===== src/rtl/add64_seq_pkg.sv =====
// Shared types and sizing helpers for the 64-bit adder operand sequencer.
package add64_seq_pkg;

  localparam int DATA_W = 64;

  typedef enum logic [1:0] {
    LOAD_A,
    LOAD_B,
    SETTLE,
    RESULT
  } state_t;

  function automatic int beats_f(input int word_w);
    return DATA_W / word_w;
  endfunction

  // Slot index width; a single-beat bus still needs a 1-bit index.
  function automatic int idx_w_f(input int word_w);
    return (beats_f(word_w) > 1) ? $clog2(beats_f(word_w)) : 1;
  endfunction

endpackage


===== src/rtl/add64_operand_sequencer_if.sv =====
// Beat input, adder-side and result signals of the operand sequencer.
// Optional res_ovf appears when ADD64_SEQ_OVF_EN is defined.
interface add64_operand_sequencer_if
  import add64_seq_pkg::*;
#(
  parameter int WORD_W = 16
);
  logic              in_valid;
  logic              in_ready;
  logic [WORD_W-1:0] in_data;
  logic              in_cin;
  logic [DATA_W-1:0] op_a;
  logic [DATA_W-1:0] op_b;
  logic              op_cin;
  logic [DATA_W-1:0] add_sum;
  logic              add_cout;
  logic              res_valid;
  logic              res_ready;
  logic [DATA_W-1:0] res_sum;
  logic              res_cout;
`ifdef ADD64_SEQ_OVF_EN
  logic              res_ovf;
`endif

  // master: the sequencer itself; slave: producer, adder and consumer side.
  modport master (
`ifdef ADD64_SEQ_OVF_EN
    output res_ovf,
`endif
    input  in_valid, in_data, in_cin, add_sum, add_cout, res_ready,
    output in_ready, op_a, op_b, op_cin, res_valid, res_sum, res_cout
  );

  modport slave (
`ifdef ADD64_SEQ_OVF_EN
    input  res_ovf,
`endif
    output in_valid, in_data, in_cin, add_sum, add_cout, res_ready,
    input  in_ready, op_a, op_b, op_cin, res_valid, res_sum, res_cout
  );

endinterface


===== src/rtl/add64_beat_packer.sv =====
// 64-bit operand register written one WORD_W slot at a time, with synchronous clear.
module add64_beat_packer
  import add64_seq_pkg::*;
#(
  parameter  int WORD_W = 16,
  localparam int IDX_W  = idx_w_f(WORD_W)
) (
  input  logic              clk,
  input  logic              clr,
  input  logic              we,
  input  logic [IDX_W-1:0]  idx,
  input  logic [WORD_W-1:0] din,
  output logic [DATA_W-1:0] q
);

  always_ff @(posedge clk) begin
    if (clr) begin
      q <= '0;
    end else if (we) begin
      q[idx*WORD_W +: WORD_W] <= din;
    end
  end

endmodule


===== src/rtl/add64_operand_sequencer.sv =====
// Assembles two 64-bit operands from a narrow beat stream, holds them for the external
// ripple adder to settle, then captures Sum/Cout. Optional feature: ADD64_SEQ_OVF_EN.
module add64_operand_sequencer
  import add64_seq_pkg::*;
#(
  parameter int WORD_W        = 16,
  parameter int SETTLE_CYCLES = 2
) (
  input logic clk,
  input logic rst,
  add64_operand_sequencer_if.master bus
);

  localparam int               BEATS       = beats_f(WORD_W);
  localparam int               IDX_W       = idx_w_f(WORD_W);
  localparam logic [IDX_W-1:0] LAST_IDX    = IDX_W'(BEATS - 1);
  localparam logic [3:0]       SETTLE_INIT = 4'(SETTLE_CYCLES - 1);

  state_t            state, state_nxt;
  logic [IDX_W-1:0]  cnt;
  logic [3:0]        settle_cnt;
  logic              we_a, we_b, capture, in_ready, res_valid;
  logic [DATA_W-1:0] op_a, op_b;
  logic              op_cin;
  logic [DATA_W-1:0] res_sum;
  logic              res_cout;

  always_comb begin
    state_nxt = state;
    in_ready  = 1'b0;
    res_valid = 1'b0;
    we_a      = 1'b0;
    we_b      = 1'b0;
    capture   = 1'b0;
    case (state)
      LOAD_A: begin
        in_ready = 1'b1;
        we_a     = bus.in_valid;
        if (we_a && cnt == LAST_IDX) state_nxt = LOAD_B;
      end
      LOAD_B: begin
        in_ready = 1'b1;
        we_b     = bus.in_valid;
        if (we_b && cnt == LAST_IDX) state_nxt = SETTLE;
      end
      SETTLE: begin
        if (settle_cnt == 4'd0) begin
          capture   = 1'b1;
          state_nxt = RESULT;
        end
      end
      RESULT: begin
        res_valid = 1'b1;
        if (bus.res_ready) state_nxt = LOAD_A;
      end
      default: state_nxt = LOAD_A;
    endcase
  end

  always_ff @(posedge clk) begin
    if (rst) state <= LOAD_A;
    else     state <= state_nxt;
  end

  always_ff @(posedge clk) begin
    if (rst) begin
      cnt        <= '0;
      settle_cnt <= '0;
      op_cin     <= 1'b0;
      res_sum    <= '0;
      res_cout   <= 1'b0;
    end else begin
      if (we_a || we_b) cnt <= (cnt == LAST_IDX) ? '0 : cnt + 1'b1;
      // Carry-in belongs to the transaction, so only the closing B beat supplies it.
      if (we_b && cnt == LAST_IDX) begin
        op_cin     <= bus.in_cin;
        settle_cnt <= SETTLE_INIT;
      end else if (state == SETTLE && settle_cnt != 4'd0) begin
        settle_cnt <= settle_cnt - 1'b1;
      end
      if (capture) begin
        res_sum  <= bus.add_sum;
        res_cout <= bus.add_cout;
      end
    end
  end

  add64_beat_packer #(.WORD_W(WORD_W)) u_pack_a (
    .clk (clk),
    .clr (rst),
    .we  (we_a),
    .idx (cnt),
    .din (bus.in_data),
    .q   (op_a)
  );

  add64_beat_packer #(.WORD_W(WORD_W)) u_pack_b (
    .clk (clk),
    .clr (rst),
    .we  (we_b),
    .idx (cnt),
    .din (bus.in_data),
    .q   (op_b)
  );

`ifdef ADD64_SEQ_OVF_EN
  logic res_ovf;

  // Signed overflow: like-signed operands whose sum flips the sign.
  always_ff @(posedge clk) begin
    if (rst)          res_ovf <= 1'b0;
    else if (capture) res_ovf <= (op_a[DATA_W-1] == op_b[DATA_W-1]) &&
                                 (bus.add_sum[DATA_W-1] != op_a[DATA_W-1]);
  end

  assign bus.res_ovf = res_ovf;
`endif

  assign bus.in_ready  = in_ready;
  assign bus.res_valid = res_valid;
  assign bus.op_a      = op_a;
  assign bus.op_b      = op_b;
  assign bus.op_cin    = op_cin;
  assign bus.res_sum   = res_sum;
  assign bus.res_cout  = res_cout;

endmodule


===== src/flat_wrapper.sv =====
// flat-port wrapper written by rule: the top's interface ports become plain ports
module add64_operand_sequencer_flat import add64_seq_pkg::*;
#(
  parameter int WORD_W        = 16,
  parameter int SETTLE_CYCLES = 2
)
  (clk, rst, bus_in_valid, bus_in_data, bus_in_cin, bus_add_sum, bus_add_cout, bus_res_ready, bus_in_ready, bus_op_a, bus_op_b, bus_op_cin, bus_res_valid, bus_res_sum, bus_res_cout);
  add64_operand_sequencer_if #(.WORD_W(WORD_W)) bus_i ();
  input logic clk;
  input logic rst;
  input wire logic [$bits(bus_i.in_valid)-1:0] bus_in_valid;
  input wire logic [$bits(bus_i.in_data)-1:0] bus_in_data;
  input wire logic [$bits(bus_i.in_cin)-1:0] bus_in_cin;
  input wire logic [$bits(bus_i.add_sum)-1:0] bus_add_sum;
  input wire logic [$bits(bus_i.add_cout)-1:0] bus_add_cout;
  input wire logic [$bits(bus_i.res_ready)-1:0] bus_res_ready;
  output wire logic [$bits(bus_i.in_ready)-1:0] bus_in_ready;
  output wire logic [$bits(bus_i.op_a)-1:0] bus_op_a;
  output wire logic [$bits(bus_i.op_b)-1:0] bus_op_b;
  output wire logic [$bits(bus_i.op_cin)-1:0] bus_op_cin;
  output wire logic [$bits(bus_i.res_valid)-1:0] bus_res_valid;
  output wire logic [$bits(bus_i.res_sum)-1:0] bus_res_sum;
  output wire logic [$bits(bus_i.res_cout)-1:0] bus_res_cout;
  assign bus_i.in_valid = bus_in_valid;
  assign bus_i.in_data = bus_in_data;
  assign bus_i.in_cin = bus_in_cin;
  assign bus_i.add_sum = bus_add_sum;
  assign bus_i.add_cout = bus_add_cout;
  assign bus_i.res_ready = bus_res_ready;
  assign bus_in_ready = bus_i.in_ready;
  assign bus_op_a = bus_i.op_a;
  assign bus_op_b = bus_i.op_b;
  assign bus_op_cin = bus_i.op_cin;
  assign bus_res_valid = bus_i.res_valid;
  assign bus_res_sum = bus_i.res_sum;
  assign bus_res_cout = bus_i.res_cout;
  add64_operand_sequencer #(.WORD_W(WORD_W), .SETTLE_CYCLES(SETTLE_CYCLES)) u_core (.clk(clk), .rst(rst), .bus(bus_i));
endmodule

===== config.mk =====
export PLATFORM = sky130hd
export DESIGN_NAME = add64_operand_sequencer_flat
export DESIGN_NICKNAME = d
export VERILOG_FILES = /design/src/rtl/add64_seq_pkg.sv /design/src/rtl/add64_operand_sequencer_if.sv /design/src/rtl/add64_beat_packer.sv /design/src/rtl/add64_operand_sequencer.sv /design/src/flat_wrapper.sv
export SDC_FILE = /design/constraint.sdc
export NUM_CORES = 1
export LEC_CHECK = 0
export CAP_MARGIN = 20
export CORE_ASPECT_RATIO = 0.6
export CORE_UTILIZATION = 45
export CTS_BUF_LIST = sky130_fd_sc_hd__clkbuf_2
export DETAILED_ROUTE_END_ITERATION = 8
export GPL_TIMING_DRIVEN = 0
export PLACE_DENSITY_LB_ADDON = 0.3
export SYNTH_ARGS = -nofsm -noshare
export SYNTH_HDL_FRONTEND = slang
export SYNTH_SLANG_ARGS = --single-unit

===== constraint.sdc =====
create_clock -name clk -period 2.8 [get_ports clk]
set_clock_uncertainty 0.2 [all_clocks]
set_input_delay 0.42 -clock clk [delete_from_list [all_inputs] [get_ports clk]]
set_output_delay 0.42 -clock clk [all_outputs]
set_load 0.05 [all_outputs]

Word level (Yosys, flattened, before mapping)
Cells that the tools add are included.

Logic and storage cells: 49. Output and inout bits: 196. Input port bits: 86. Register bits: 202.

Equality and inequality tests: 8. Muxes and demuxes: 16. $add $sub $neg: 3. Reduce and logical (&&, ||, !) cells: 11. Shift operators: 2.

Operators with widths (number): bitwise mux 64 bit (2); variable shift 16 x 34 -> 64 bit (first input constant) (1); indexed part select 16 x 34 -> 64 bit (1); negator 6 -> 34 bit (1); two-way mux 2 bit (5); two-way mux 1 bit (8); case mux 2 bit (4 select lines) (1); == test 2 bit (second input constant) (3); inequality test 2 x 1 -> 1 bit (second input constant) (3); zero test 4 bit (1); AND reduction 4 bit (1); nonzero test 4 bit (1); OR reduction 2 bit (2); subtractor 4 x 1 -> 4 bit (second input constant) (1); logical AND 1 bit (3); adder 2 x 1 -> 2 bit (second input constant) (1); == test 2 x 1 -> 1 bit (second input constant) (1); zero test 2 bit (1); inequality test 2 bit (second input constant) (1); nonzero test 2 bit (1); logical OR 1 bit (1).

Longest topological paths before layout
Depth in word-level cells: 4. Mapped depth: 8.

By module
Synthesis repeated with hierarchy kept, for this count alone.

Cells, all modules: 773. Area total of the unflattened synthesis: 7477.2 µm².

By module, submodules not included: add64_operand_sequencer (cells each 342, area an instance 2758.9 µm², instances 1, sequential area each 1481.4 µm²); add64_beat_packer (u_core.u_pack_b) (cells each 247, area an instance 2372.3 µm², instances 1, sequential area each 1281.2 µm²); add64_beat_packer (u_core.u_pack_a) (cells each 184, area an instance 2346.0 µm², instances 1, sequential area each 1281.2 µm²).

Worst setup path before layout
OpenSTA, ideal clock, no wires.

Kind: register to register. Start point: register u_core.cnt[0]. End point: register u_core.u_pack_a.q[53]. Stages on the path, launching flop included: 7. Slack: 0.684 ns. Arrival time: 1.840 ns. Clock period less this slack: 2.116 ns. Required time: 2.524 ns. Library setup time: 0.076 ns. Cells stage by stage: dfxtp_1 > inv_1 > ha_1 > nor4b_4 > clkbuf_1 > nand2_1 > o22ai_1.

Cells in the longest elaborated chain, start to end: 3. Elaborated cells between the ends (all ways): 4. Those cells by class: 1 x add/sub; 2 x shift; 1 x mux.

Ends and longest elaborated chain: start, declared (RTL line add64_operand_sequencer.sv:20) `logic [IDX_W-1:0] cnt;`; start signal, assigned (RTL line add64_operand_sequencer.sv:73) `if (we_a || we_b) cnt <= (cnt == LAST_IDX) ? '0 : cnt + 1'b1;`; negator 6 -> 34 bit (*) (RTL line add64_beat_packer.sv:20) `q[idx*WORD_W +: WORD_W] <= din;`; indexed part select 16 x 34 -> 64 bit / variable shift 16 x 34 -> 64 bit (equally long branches) (RTL line add64_beat_packer.sv:20); bitwise mux 64 bit (*) (RTL line add64_beat_packer.sv:20); end signal, assigned by index (RTL line add64_beat_packer.sv:20); end, declared (RTL line add64_beat_packer.sv:13) `output logic [DATA_W-1:0] q`.

Mark *: on every way between the ends. The rest lies on a longest branch, timed or not. A chain may end at the register's enable or synchronous reset.

Final worst setup path
Start point: register u_core.state[1]. End point: output port bus_in_ready.

Cells in the longest elaborated chain, start to end: 3. Elaborated cells between the ends (all ways): 4. Those cells by class: 1 x eq/ne; 1 x mux; 2 x reduce/logical.

Ends and longest elaborated chain: start, declared (RTL line add64_operand_sequencer.sv:19) `state_t state, state_nxt;`; start signal, assigned (RTL line add64_operand_sequencer.sv:62) `else state <= state_nxt;`; == test 2 x 1 -> 1 bit / zero test 2 bit (equally long branches) (RTL line add64_operand_sequencer.sv:35) `case (state)`; OR reduction 2 bit (no source line) (*); two-way mux 1 bit (*) (RTL line add64_operand_sequencer.sv:35); end, declared (RTL line flat_wrapper.sv:17) `output wire logic [$bits(bus_i.in_ready)-1:0] bus_in_ready;`.

Marked as above.

==> flow_summary.json <==
{
  "ys_ff_latch": 202,
  "place.detailed.hpwl_um": 17600,
  "mostFrequentLayoutCell": "clkdlybuf4s50_1",
  "ff2ff_path_depth": 6,
  "end_kind": "output pin",
  "syn-cell-area_um2": 7340,
  "grt_pass1_wl_um": 36900,
  "final_cell_mix": "279 x clkdlybuf4s50_1, 201 x dfxtp_1, 181 x nand2_1",
  "dp_cells": 1295,
  "yosys_most_used_dff": "dfxtp_1",
  "fin_tns_setup_ns": 0,
  "cts_setup_buffers": 0,
  "ys_types": 43,
  "ys_warn_count": 0,
  "wl_per_cell_um": 17.5,
  "cts_tree": "done",
  "maxCapViolCount": 0,
  "final.setup.worst_slack_ns": 0.128,
  "min_path_type": "in2reg",
  "nFillCells": 1296,
  "antenna_found_initial": 0,
  "timing_worst_setup_path_type": "reg2out",
  "dieHeight_um": 101,
  "rrSetupSlack_ns": 0.20,
  "hold_viol_final": 0,
  "crit_buf_inv": 2,
  "synth_seq_area_share_pct": 55.1,
  "area_delta_synth_final_pct": 46.8,
  "setup_violations": 0,
  "clock_path_buffers": 3,
  "gp_congestion": 0.824,
  "netlist.area_leader.share_pct": 55.1,
  "critPathMaxFanout": 8,
  "holdWs_ns": 0.0626,
  "cp-start-kind": "flip-flop",
  "gr-total-overflow": 0,
  "cts-buffers-inserted": 46,
  "fin_crit_sh_pct": 95.4,
  "finalPower_w": 0.00569,
  "synth_area_leader_cell": "dfxtp_1",
  "gr-usage-all-layers_pct": 27.8,
  "cp_top_family": "flip-flops",
  "first_pass_iters": 5,
  "instances_no_fill": 1367,
  "synthesis.instances": 811,
  "synth_edf_count": 0,
  "crit_chain": "inv_1, ha_1, or2_2, buf_2",
  "synth_fp_nets": 908,
  "cts.sinks": 202,
  "ctsRootBufferMaster": "clkbuf_2",
  "cpPeakStageDelay_ns": 0.41,
  "grt_pass1_vias": 6804,
  "drcViolationCount": 0,
  "tightest_slew_ns": 0.630,
  "crit_end": "bus_in_ready",
  "fmaxAchievable_mhz": 374,
  "drive_above_1_share_pct": 9.03,
  "vdd_drop_max_v": 0.000333,
  "clock_latency_ns": 0.69,
  "r2r-end": "u_core.u_pack_b.q[47]",
  "cp.depth": 4,
  "r2r_start": "u_core.cnt[0]",
  "clkTransAtPathRegs_ns": 0.10,
  "drv_slew": 0,
  "fin_crit_ns": 2.67,
  "fin_nets": 1241,
  "crit_path_start": "u_core.state[1]",
  "die_w_um": 167,
  "power_density_nw_per_um2": 528,
  "critPathRequiredTime_ns": 2.18,
  "wl_um": 23900,
  "core_area_um2": 15600,
  "io_buffers": 281,
  "drtIter0Drc": 646,
  "via_count": 7291,
  "via_per_inst": 5.33,
  "outcome": "complete, no violations",
  "grt_max_degree": 12,
  "cp_slowest_cell": "dfxtp_1",
  "crit_arrival_ns": 2.05,
  "synth.area.top_cells": "dfxtp_1 55%, nand2_1 9.3%, a21oi_1 6.8%",
  "dpl_worst_slack_ns": -0.0850,
  "maxSlewHeadroom_pct": 58.0,
  "ios": 282,
  "die_area_um2": 16800,
  "start_util_pct": 46.9,
  "ant_nets": 0,
  "htree_levels": 2,
  "async_reset_ff_share_pct": 0,
  "row_count": 35,
  "power_leakage_nw": 3.77,
  "avgSynthCellArea_um2": 9.05
}
-- state kept, by name, summed over array words and instances (netlist names) --
register,flops
u_core.settle_cnt,4
u_core.cnt,2
u_core.bus.op_cin,1
u_core.u_pack_a.q,64
u_core.state,2
u_core.bus.res_cout,1
u_core.bus.res_sum,64
u_core.u_pack_b.q,64
-- per-layer routing --
metal	track usage [%]	part of all wire [%]	up-vias
met5	0	0	-
met4	7.19	1.2	0
met3	7.70	9.6	31
met2	40.7	43	328
met1	40.1	46	3439
li1	-	-	3493
-- logic make-up (layout without fill, tap and decap cells) --
kind of cell / count (synthesis) / in the layout / synth area share (%)
XOR/XNOR: 1 / 1 / 0.119
buffers and inverters: 76 / 428 / 4.38
flip-flops: 202 / 202 / 55.1
AND/OR/NAND/NOR: 312 / 312 / 19.7
multiplexers: 4 / 4 / 0.546
AO/OA/AOI/OAI: 205 / 205 / 18.3
adder cells (fa/ha/maj): 11 / 11 / 1.88
other: 0 / 1 / 0
-- power by group --
| part | leakage [nW] | switching, W | internal [W] |
|---|---|---|---|
| Sequential | 1.63 | 0.0000470 | 0.00294 |
| Clock | 0.265 | 0.00108 | 0.000574 |
| Combinational | 1.87 | 0.000673 | 0.000371 |
| Total | 3.77 | 0.00180 | 0.00389 |
-- Yosys cell counts (2+ instances only) --
master and n:
a211oi_1 2, a21oi_1 100, a22o_1 21, a22o_2 11, a32oi_1 32, and2_1 2
and3_1 5, and4bb_2 2, buf_1 13, buf_2 17, buf_4 2, clkbuf_1 35
dfxtp_1 202, ha_1 11, inv_1 8, mux2i_1 4, nand2_1 181, nand2b_1 37
nand3_1 36, nor2_1 35, o21ai_0 2, o22ai_1 32
-- layout make-up --
cell class,count,area [µm²],area share [%]
tap,203,254,2.36
sequential,202,4050,37.5
antenna,1,2.50,0.0232
buffer,68,292,2.71
inverter,8,30.0,0.279
timing repair buffer,285,2850,26.4
multi-input combinational,533,2970,27.6
clock buffer,62,310,2.88
clock inverter,5,18.8,0.174
-- tightest hold or removal path, delay by kind of cell --
kind	cells	cell delay (ns)
buffers and inverters	1	0.39
and+or+nand+nor	1	0.05
AOI/OAI and AO/OA	1	0.05
-- worst min path at each step --
| stage | from | slack, ns | cells past startpoint | to |
|---|---|---|---|---|
| 3_3_place_gp | u_core.bus.res_sum[53] | 0.24 | 2 | u_core.bus.res_sum[53] |
| 2_1_floorplan | u_core.state[1] | 0.28 | 2 | u_core.state[1] |
| 3_5_place_dp | u_core.bus.res_sum[9] | 0.25 | 2 | u_core.bus.res_sum[9] |
| 4_1_cts | bus_add_sum[38] | 0.0006 | 3 | u_core.bus.res_sum[38] |
| 5_1_grt | bus_add_sum[15] | 0.003 | 3 | u_core.bus.res_sum[15] |
| 6_report | bus_add_sum[49] | 0.06 | 3 | u_core.bus.res_sum[49] |
-- metrics by stage --
stage	utilization (%)	cell area, µm²
after global placement	66.6	10400
after floorplan	-	7340
after CTS	68.7	10700
after global routing	68.9	10800
final	68.9	10800
after detailed placement	66.6	10400
-- repair_timing --
action / 4_1_cts / 5_1_grt
endpoints found under the setup margin: 2 / 1
hold buffers: 1 / 3
hold endpoints to repair: 1 / 3
resized for setup: 6 / 1
(Power assumes the default switching activity.)
